$ cat src/rtl/mips_mc_core_if.sv
// Instruction/data bus and retire-trace bundle for the multi-cycle MIPS core.
// master = core side, slave = memory / environment side.
interface mips_mc_core_if #(
    parameter int DM_ADDR_W = 32
);
    logic                 imem_req;
    logic [31:0]          imem_addr;
    logic                 imem_ack;
    logic [31:0]          imem_rdata;
    logic                 dmem_req;
    logic                 dmem_we;
    logic [DM_ADDR_W-1:0] dmem_addr;
    logic [31:0]          dmem_wdata;
    logic                 dmem_ack;
    logic [31:0]          dmem_rdata;
    logic                 retire;
    logic [31:0]          retire_pc;
    logic                 halted;

    modport master (
        output imem_req, imem_addr,
        input  imem_ack, imem_rdata,
        output dmem_req, dmem_we, dmem_addr, dmem_wdata,
        input  dmem_ack, dmem_rdata,
        output retire, retire_pc, halted
    );

    modport slave (
        input  imem_req, imem_addr,
        output imem_ack, imem_rdata,
        input  dmem_req, dmem_we, dmem_addr, dmem_wdata,
        output dmem_ack, dmem_rdata,
        input  retire, retire_pc, halted
    );
endinterface

$ cat src/rtl/mips_mc_core.sv
// Multi-cycle MIPS core (FETCH/DECODE/EXEC/MEM/WB) with req/ack instruction
// and data buses; any illegal condition parks the core in HALT until reset.
module mips_mc_core #(
    parameter logic [31:0] RESET_PC  = 32'h0000_3000,
    parameter int          DM_ADDR_W = 32
) (
    input  logic           clk,
    input  logic           rst,
    mips_mc_core_if.master bus
);
    typedef enum logic [2:0] {
        S_FETCH,
        S_DECODE,
        S_EXEC,
        S_MEM,
        S_WB,
        S_HALT
    } state_t;

    localparam logic [5:0] OP_RTYPE = 6'h00;
    localparam logic [5:0] OP_J     = 6'h02;
    localparam logic [5:0] OP_JAL   = 6'h03;
    localparam logic [5:0] OP_BEQ   = 6'h04;
    localparam logic [5:0] OP_ADDIU = 6'h09;
    localparam logic [5:0] OP_ORI   = 6'h0D;
    localparam logic [5:0] OP_LUI   = 6'h0F;
    localparam logic [5:0] OP_LW    = 6'h23;
    localparam logic [5:0] OP_SW    = 6'h2B;
    localparam logic [5:0] FN_JR    = 6'h08;
    localparam logic [5:0] FN_ADDU  = 6'h21;
    localparam logic [5:0] FN_SUBU  = 6'h23;
    localparam logic [5:0] FN_SLT   = 6'h2A;

    state_t      state_q, state_d;
    logic [31:0] pc_q, pc_d;
    logic [31:0] ir_q, ir_d;
    logic [31:0] a_q, a_d;
    logic [31:0] b_q, b_d;
    logic [31:0] alu_q, alu_d;
    logic [31:0] retire_pc_q, retire_pc_d;
    logic [31:0] gpr_q [32];

    logic        rf_we;
    logic [4:0]  rf_waddr;
    logic [31:0] rf_wdata;
    logic        retire;
    logic        legal;

    logic [5:0]  opcode, funct;
    logic [4:0]  rs, rt, rd;
    logic [31:0] imm_sext, imm_zext, pc_plus4, br_target, j_target, eff_addr;

    assign opcode    = ir_q[31:26];
    assign rs        = ir_q[25:21];
    assign rt        = ir_q[20:16];
    assign rd        = ir_q[15:11];
    assign funct     = ir_q[5:0];
    assign imm_sext  = {{16{ir_q[15]}}, ir_q[15:0]};
    assign imm_zext  = {16'h0000, ir_q[15:0]};
    assign pc_plus4  = pc_q + 32'd4;
    assign br_target = pc_plus4 + {imm_sext[29:0], 2'b00};
    assign j_target  = {pc_plus4[31:28], ir_q[25:0], 2'b00};
    assign eff_addr  = a_q + imm_sext;

    // The all-zero word is the only legal sll; any other funct-0 word halts.
    always_comb begin
        legal = 1'b0;
        case (opcode)
            OP_RTYPE: legal = (ir_q == 32'h0) ||
                              (funct == FN_JR)   || (funct == FN_ADDU) ||
                              (funct == FN_SUBU) || (funct == FN_SLT);
            OP_J, OP_JAL, OP_BEQ, OP_ADDIU, OP_ORI,
            OP_LUI, OP_LW, OP_SW:  legal = 1'b1;
            default:               legal = 1'b0;
        endcase
    end

    always_comb begin
        state_d     = state_q;
        pc_d        = pc_q;
        ir_d        = ir_q;
        a_d         = a_q;
        b_d         = b_q;
        alu_d       = alu_q;
        retire_pc_d = retire_pc_q;
        rf_we       = 1'b0;
        rf_waddr    = 5'd0;
        rf_wdata    = 32'd0;
        retire      = 1'b0;

        case (state_q)
            S_FETCH: begin
                if (bus.imem_ack) begin
                    ir_d    = bus.imem_rdata;
                    state_d = S_DECODE;
                end
            end
            S_DECODE: begin
                a_d     = gpr_q[rs];
                b_d     = gpr_q[rt];
                state_d = legal ? S_EXEC : S_HALT;
            end
            S_EXEC: begin
                state_d = S_WB;
                case (opcode)
                    OP_RTYPE: begin
                        case (funct)
                            FN_ADDU: alu_d = a_q + b_q;
                            FN_SUBU: alu_d = a_q - b_q;
                            FN_SLT:  alu_d = {31'd0, ($signed(a_q) < $signed(b_q))};
                            FN_JR: begin
                                if (a_q[1:0] != 2'b00) begin
                                    state_d = S_HALT;
                                end else begin
                                    pc_d    = a_q;
                                    retire  = 1'b1;
                                    state_d = S_FETCH;
                                end
                            end
                            default: alu_d = 32'd0;
                        endcase
                    end
                    OP_ADDIU: alu_d = a_q + imm_sext;
                    OP_ORI:   alu_d = a_q | imm_zext;
                    OP_LUI:   alu_d = {ir_q[15:0], 16'h0000};
                    OP_LW, OP_SW: begin
                        alu_d   = eff_addr;
                        state_d = (eff_addr[1:0] != 2'b00) ? S_HALT : S_MEM;
                    end
                    OP_BEQ: begin
                        pc_d    = (a_q == b_q) ? br_target : pc_plus4;
                        retire  = 1'b1;
                        state_d = S_FETCH;
                    end
                    OP_J, OP_JAL: begin
                        pc_d     = j_target;
                        retire   = 1'b1;
                        state_d  = S_FETCH;
                        rf_we    = (opcode == OP_JAL);
                        rf_waddr = 5'd31;
                        rf_wdata = pc_plus4;
                    end
                    default: state_d = S_HALT;
                endcase
            end
            S_MEM: begin
                if (bus.dmem_ack) begin
                    if (opcode == OP_SW) begin
                        retire  = 1'b1;
                        pc_d    = pc_plus4;
                        state_d = S_FETCH;
                    end else begin
                        alu_d   = bus.dmem_rdata;
                        state_d = S_WB;
                    end
                end
            end
            S_WB: begin
                rf_we    = 1'b1;
                rf_waddr = (opcode == OP_RTYPE) ? rd : rt;
                rf_wdata = alu_q;
                retire   = 1'b1;
                pc_d     = pc_plus4;
                state_d  = S_FETCH;
            end
            S_HALT:  state_d = S_HALT;
            default: state_d = S_HALT;
        endcase

        if (retire) begin
            retire_pc_d = pc_q;
        end
    end

    always_ff @(posedge clk or negedge rst) begin
        if (!rst) begin
            state_q     <= S_FETCH;
            pc_q        <= RESET_PC;
            ir_q        <= 32'd0;
            a_q         <= 32'd0;
            b_q         <= 32'd0;
            alu_q       <= 32'd0;
            retire_pc_q <= 32'd0;
        end else begin
            state_q     <= state_d;
            pc_q        <= pc_d;
            ir_q        <= ir_d;
            a_q         <= a_d;
            b_q         <= b_d;
            alu_q       <= alu_d;
            retire_pc_q <= retire_pc_d;
        end
    end

    // $0 is never written, so reads of it always return zero.
    always_ff @(posedge clk or negedge rst) begin
        if (!rst) begin
            for (int i = 0; i < 32; i++) begin
                gpr_q[i] <= 32'd0;
            end
        end else if (rf_we && (rf_waddr != 5'd0)) begin
            gpr_q[rf_waddr] <= rf_wdata;
        end
    end

    // imem_req/imem_addr are gated by reset so nothing is driven while rst is low.
    assign bus.imem_req   = rst && (state_q == S_FETCH);
    assign bus.imem_addr  = rst ? pc_q : 32'd0;
    assign bus.dmem_req   = (state_q == S_MEM);
    assign bus.dmem_we    = (state_q == S_MEM) && (opcode == OP_SW);
    assign bus.dmem_addr  = alu_q[DM_ADDR_W-1:0];
    assign bus.dmem_wdata = b_q;
    assign bus.retire     = retire;
    assign bus.retire_pc  = retire ? pc_q : retire_pc_q;
    assign bus.halted     = (state_q == S_HALT);
endmodule

$ cat src/flat_wrapper.sv
// flat-port wrapper written by rule: the top's interface ports become plain ports
module mips_mc_core_flat 
#(
    parameter logic [31:0] RESET_PC  = 32'h0000_3000,
    parameter int          DM_ADDR_W = 32
)
  (clk, rst, bus_imem_req, bus_imem_addr, bus_imem_ack, bus_imem_rdata, bus_dmem_req, bus_dmem_we, bus_dmem_addr, bus_dmem_wdata, bus_dmem_ack, bus_dmem_rdata, bus_retire, bus_retire_pc, bus_halted);
  mips_mc_core_if #(.DM_ADDR_W(DM_ADDR_W)) bus_i ();
  input  logic clk;
  input  logic rst;
  output wire logic [$bits(bus_i.imem_req)-1:0] bus_imem_req;
  output wire logic [$bits(bus_i.imem_addr)-1:0] bus_imem_addr;
  input wire logic [$bits(bus_i.imem_ack)-1:0] bus_imem_ack;
  input wire logic [$bits(bus_i.imem_rdata)-1:0] bus_imem_rdata;
  output wire logic [$bits(bus_i.dmem_req)-1:0] bus_dmem_req;
  output wire logic [$bits(bus_i.dmem_we)-1:0] bus_dmem_we;
  output wire logic [$bits(bus_i.dmem_addr)-1:0] bus_dmem_addr;
  output wire logic [$bits(bus_i.dmem_wdata)-1:0] bus_dmem_wdata;
  input wire logic [$bits(bus_i.dmem_ack)-1:0] bus_dmem_ack;
  input wire logic [$bits(bus_i.dmem_rdata)-1:0] bus_dmem_rdata;
  output wire logic [$bits(bus_i.retire)-1:0] bus_retire;
  output wire logic [$bits(bus_i.retire_pc)-1:0] bus_retire_pc;
  output wire logic [$bits(bus_i.halted)-1:0] bus_halted;
  assign bus_imem_req = bus_i.imem_req;
  assign bus_imem_addr = bus_i.imem_addr;
  assign bus_i.imem_ack = bus_imem_ack;
  assign bus_i.imem_rdata = bus_imem_rdata;
  assign bus_dmem_req = bus_i.dmem_req;
  assign bus_dmem_we = bus_i.dmem_we;
  assign bus_dmem_addr = bus_i.dmem_addr;
  assign bus_dmem_wdata = bus_i.dmem_wdata;
  assign bus_i.dmem_ack = bus_dmem_ack;
  assign bus_i.dmem_rdata = bus_dmem_rdata;
  assign bus_retire = bus_i.retire;
  assign bus_retire_pc = bus_i.retire_pc;
  assign bus_halted = bus_i.halted;
  mips_mc_core #(.RESET_PC(RESET_PC), .DM_ADDR_W(DM_ADDR_W)) u_core (.clk(clk), .rst(rst), .bus(bus_i));
endmodule
$ cat config.mk
export PLATFORM = sky130hd
export DESIGN_NAME = mips_mc_core_flat
export DESIGN_NICKNAME = d
export VERILOG_FILES = /design/src/rtl/mips_mc_core_if.sv /design/src/rtl/mips_mc_core.sv /design/src/flat_wrapper.sv
export SDC_FILE = /design/constraint.sdc
export NUM_CORES = 2
export LEC_CHECK = 0
export CAP_MARGIN = 20
export CORE_MARGIN = 2
export CORE_UTILIZATION = 42
export CTS_CLUSTER_DIAMETER = 150
export DETAILED_ROUTE_END_ITERATION = 10
export GPL_ROUTABILITY_DRIVEN = 0
export PLACE_DENSITY_LB_ADDON = 0.1
export SLEW_MARGIN = 20
export SYNTH_ARGS = -nofsm -noshare
export SYNTH_HDL_FRONTEND = slang
export SYNTH_SLANG_ARGS = --single-unit
$ cat constraint.sdc
create_clock -name clk -period 5.1 [get_ports clk]
set_input_delay 1.02 -clock clk [delete_from_list [all_inputs] [get_ports clk]]
set_output_delay 1.02 -clock clk [all_outputs]
set_load 0.1 [all_outputs]
======== Word level (Yosys, flattened, before mapping) ========
Index checks and enable logic that the tools add are counted.
storage, ports and cells
  register bits ........................... 1,219
  output and inout bits ................... 133
  logic and storage cells ................. 152
  bits of input ports ..................... 68
cells by class
  reductions and logical operators ........ 26
  equal/unequal tests ..................... 27
  add/subtract/negate cells ............... 5
  magnitude comparators ................... 5
  muxes and demuxes ....................... 46
  bitwise gates (word level) .............. 4
operators by type and width
  kind                                                                    number
  1024-bit bitwise mux                                                    1
  32-bit two-way mux                                                      15
  32-bit binary-select mux with 5-bit select                              2
  32-bit one-hot mux with 4 select lines                                  2
  32-bit one-hot mux with 3 select lines                                  2
  32-bit demux with 5-bit select                                          1
  32-bit one-hot mux with 2 select lines                                  2
  32-bit adder                                                            3
  32-bit by 3-bit adder with 32-bit output (second input constant)        1
  32-bit equality test                                                    1
  32-bit zero test                                                        1
  32-bit less-than comparator                                             1
  32-bit by 16-bit OR with 32-bit output                                  1
  32-bit subtractor                                                       1
  6-bit equality test (second input constant)                             5
  6-bit by 4-bit equality test with 1-bit output (second input constant)  4
  3-bit two-way mux                                                       7
  6-bit >= comparator (second input constant)                             3
  5-bit inverter with 6-bit output                                        3
  3-bit one-hot mux with 5 select lines                                   1
  6-bit by 2-bit equality test with 1-bit output (second input constant)  2
  3-bit one-hot mux with 4 select lines                                   1
  5-bit two-way mux                                                       2
  5-bit one-hot mux with 2 select lines                                   1
  27 further kinds                                                        50

======== Depth between registers and ports, before layout ========
  word-level depth ........................ 10
  mapped depth ............................ 20
  mapped depth without buffers ............ 18

======== Worst setup path before layout ========
No wires, ideal clock.
  path type ............................... reg-to-output
  from .................................... reg u_core.ir_q[26]
  to ...................................... out bus_retire_pc[22]
  stages on the path, launching flop included .. 11
  required time ........................... 4.080 ns
  buffers on the path ..................... 3
  slack ................................... -1.309 ns
  data arrival time ....................... 5.389 ns
  cells stage by stage .................... dfrtp_1 clkbuf_1 nand2b_1 nor2_1 nand3_1 nor2_1 a21oi_1 and2_1 clkbuf_1 clkbuf_1 o21ai_0
on the way
  longest elaborated chain between the ends .. 5
  elaborated cells between the ends (all ways) .. 11
  those cells by class .................... eq/ne: 4; mux: 5; reduce/logical: 2
ends and longest elaborated chain
  item                                                                        line                                      RTL
  start, declared                                                             mips_mc_core.sv:36                        logic [31:0] ir_q, ir_d;
  start signal, assigned                                                      mips_mc_core.sv:187                       ir_q <= ir_d;
  6-bit by 3-bit equality test with 1-bit output (tied with other cells)      mips_mc_core.sv:105                       case (opcode)
  3-bit OR reduction (no line) or 1-bit two-way mux (tied branches)           n/a
  1-bit one-hot mux with 2 select lines or 1-bit two-way mux (tied branches)  mips_mc_core.sv:105, mips_mc_core.sv:147
  1-bit one-hot mux with 3 select lines (*)                                   mips_mc_core.sv:91                        case (state_q)
  32-bit two-way mux (*)                                                      mips_mc_core.sv:214                       assign bus.retire_pc = retire ? pc_q : retire_pc_q;
  end, declared                                                               flat_wrapper.sv:22                        output wire logic [$bits(bus_i.retire_pc)-1:0] bus_retire_pc;
Mark *: on every way between the ends. The rest lies on a longest branch, timed or not.

======== Worst setup path in the final report ========
  from .................................... reg u_core.ir_q[31]
  to ...................................... out bus_retire_pc[5]
The elaborated chain is that of the path after synthesis.

==> impl_metrics.tcl <==
set metrics [dict create \
    dieHeight_um 410 \
    syn_nets 6757 \
    cts-root-buf "clkbuf_16" \
    ys_warn_count 0 \
    layout-drive-gt1-share 0.194 \
    crit_path_end_kind "output pin" \
    p_seq_frac 0.466 \
    cts_setup_buffers 0 \
    period_minus_slack_ps 4910 \
    synth_area_leader_cell "dfrtp_1" \
    status "finished clean" \
    totalWireLength_mm 257 \
    grt_pass1_wl_mm 378 \
    insertion_delay_ps 820 \
    fin_cells 8772 \
    dp_hpwl_mm 166 \
    slew_headroom 0.170 \
    synth_area_mm2 0.0691 \
    synth-edff-count 0 \
    tritoncts "built" \
    hold_viol 0 \
    grt_remaining_overflow 0 \
    rr_endpoint "u_core.pc_q[25]" \
    final.setup.worst_slack_ps 191 \
    period_share 0.963 \
    cts_max_level 4 \
    antenna_found_initial 6 \
    path_max_fanout 18 \
    synthCells 6539 \
    synth-seq-area-share 0.441 \
    first_iter_violations 5762 \
    post_drt_wl_per_cell_um 29.2 \
    setup_viol 0 \
    io_buffers 200 \
    power_density_mw_per_mm2 262 \
    cts_sinks 1219 \
    clock_power_share 0.517 \
    arrival_ps 3890 \
    fp.dieW_um 410 \
    cts_buffer_depth 3 \
    timing.fmax_mhz 204 \
    hold_path.class "input pin to asynchronous set/reset pin" \
    yosysTopAreaCellShare 0.441 \
    dieArea_mm2 0.168 \
    ys_ff_latch 1219 \
    critPathLaunchType "register" \
    ctsHoldBuffers 0 \
    required_ps 4080 \
    register_area_mm2 0.0305 \
    firstDrtPassIters 6 \
    synthTopCellsByArea "dfrtp_1 (44%), mux4_2 (21%), o21ai_0 (5.5%)" \
    rsz0062_at_grt "false" \
    grt_max_degree 146 \
    yosysUniqueCellTypes 82 \
    multi_input_area_mm2 0.0362 \
    vias 53600 \
    swShare 0.224 \
    io_pins 201 \
    n_fill_cell 14900 \
    via_per_inst 6.12 \
    grt_pass1_vias 52600 \
    postSynthAreaPerCell_um2 10.6 \
    nets 6700 \
    r2r_start "u_core.pc_q[4]" \
    drc 0 \
    r2r_cells 14 \
    synthArstFlopShare 1.00 \
    reg2reg_slack_ps 410 \
    placedCellCount 8512 \
    finalMaxSlewViolations 0 \
    num_rows 148 \
    numCtsBuffers 142 \
    finalSetupTns_ps 0 \
    area_growth_syn_to_layout_pct 14.7 \
    p_leak_nw 33.1 \
    path_clk_slew_ps 60 \
    p_int_mw 16.1 \
    vdd_drop_max_v 0.000235 \
    core_mm2 0.163 \
    final_antenna_net_count 0 \
    pwr-share-comb 0.017 \
    drv_cap 0 \
    synth_ff_type "dfrtp_1" \
    globalRouteTotalUtil 0.308 \
    worst_pin_slew_ps 1240 \
    switchingPower_mw 4.66 \
    hold_slack_ps 102 \
    start_util 0.424 \
    fin_skew_ps 44.9 \
    post-place-ws_ps 607 \
    critical_path_class "register to output pin" \
]
==> worst max path at each step <==
stage                               start           endpoint  cells after the start
final                     u_core.ir_q[31]   bus_retire_pc[5]                     12
after global routing      u_core.ir_q[31]   bus_retire_pc[0]                     12
after CTS                 u_core.ir_q[31]   bus_retire_pc[1]                     12
after detailed placement   u_core.pc_q[4]    u_core.pc_q[31]                     14
after global placement     u_core.pc_q[4]    u_core.pc_q[31]                     14
after floorplan           u_core.ir_q[26]  bus_retire_pc[16]                     10
==> critical path, stage by stage, from the launching register on <==
cell and delay, ps:
dfrtp_1 460, or3_1 510, nor3_2 210, nand2b_2 170
nor4_4 300, o21ai_0 130, buf_4 210, and2_2 210
inv_4 170, buf_4 260, nand2_1 70, nand2_1 140
buf_12 190
==> layout by cell type (no fill, tap or decap), drive strengths merged, types with 8 or more instances in the layout <==
cell           count
o221ai            24
mux2i             93
or2               10
o21bai            21
a21o              41
and2              50
a22oi             40
o21ai            778
buf              278
xor2              37
mux4             640
xnor2             54
a211oi            19
a21oi            630
o211ai            21
a221oi            26
o31ai             20
nor2             610
inv              145
nand2b            18
bufinv            10
o22ai             15
o31a               8
nor3              66
nand4             27
clkinv            22
a31oi             25
nand2            863
dfrtp           1217
nor4              22
clkbuf           215
clkdlybuf4s50    129
or3               23
and3              35
ha               146
mux2              17
nor2b             20
o21a              24
nand3             57
==> logic make-up (layout without fill, tap and decap cells) <==
kind of cell / count (synthesis) / after routing / synth area share
AO/OA/AOI/OAI: 1753 / 1753 / 0.141
buffers and inverters: 747 / 802 / 0.0413
adder cells (fa/ha/maj): 150 / 150 / 0.0276
AND/OR/NAND/NOR: 1829 / 1829 / 0.112
flip-flops: 1219 / 1219 / 0.441
other: 0 / 3 / 0
multiplexers: 750 / 750 / 0.225
XOR/XNOR: 91 / 91 / 0.0115
==> area by class of cell <==
type | count | share of cell area
well taps | 2175 | 0.0343
diodes | 3 | 0.0000947
repair buffers | 407 | 0.0559
flip-flops and latches | 1219 | 0.385
clock buffers | 215 | 0.0545
inverters | 139 | 0.00661
multi-input cells | 4573 | 0.456
clock inverters | 41 | 0.00710
==> per-stage QoR <==
| stage | utilization | power, mW | instance area, um2 |
|---|---|---|---|
| after floorplan | - | 9.93 | 69100 |
| after global placement | 0.456 | 10.2 | 74300 |
| after detailed placement | 0.456 | 10.2 | 74400 |
| after global routing | 0.486 | 21.4 | 79300 |
| final | 0.486 | 20.8 | 79300 |
| after CTS | 0.486 | 21.0 | 79300 |
==> layer usage <==
layer	routed length, um	track usage	part of all wire	up-vias
met5	13	0	0.000051	-
met4	14000	0.146	0.055	2
met3	17800	0.0485	0.069	505
met2	117000	0.477	0.46	2130
met1	107000	0.425	0.42	27400
li1	-	-	-	23600
==> registers in the layout (all words and copies together), names as in the netlist <==
signal / cells
u_core.gpr_q: 1024
u_core.a_q: 32
u_core.bus.dmem_addr: 32
u_core.bus.dmem_wdata: 32
u_core.ir_q: 32
u_core.pc_q: 32
u_core.retire_pc_q: 32
u_core.state_q: 3
==> Yosys cell counts (all sizes together) (26+ instances only) <==
cell,n
a22oi,40
o21ai,778
dfrtp,1217
mux2i,93
inv,137
mux4,640
clkbuf,505
and3,35
ha,146
nand3,57
xnor2,54
nor3,66
nand4,27
a221oi,26
a21oi,630
a21o,41
buf,103
xor2,37
nand2,863
nor2,610
and2,50
==> power by group through the flow <==
stage	clock network [mW]	logic, mW	registers (mW)
final	10.7	0.361	9.67
after global routing	11.3	0.405	9.67
after CTS	10.9	0.374	9.67
after detailed placement	0	0.373	9.85
after global placement	0	0.373	9.85
after floorplan	0	0.0739	9.85
==> repair_timing <==
| item | CTS | global route |
|---|---|---|
| cloned | 0 | 0 |
| resized for setup | 2 | 4 |
| endpoints found under the setup margin | 26 | 29 |
Power figures use the tool's default switching activity.
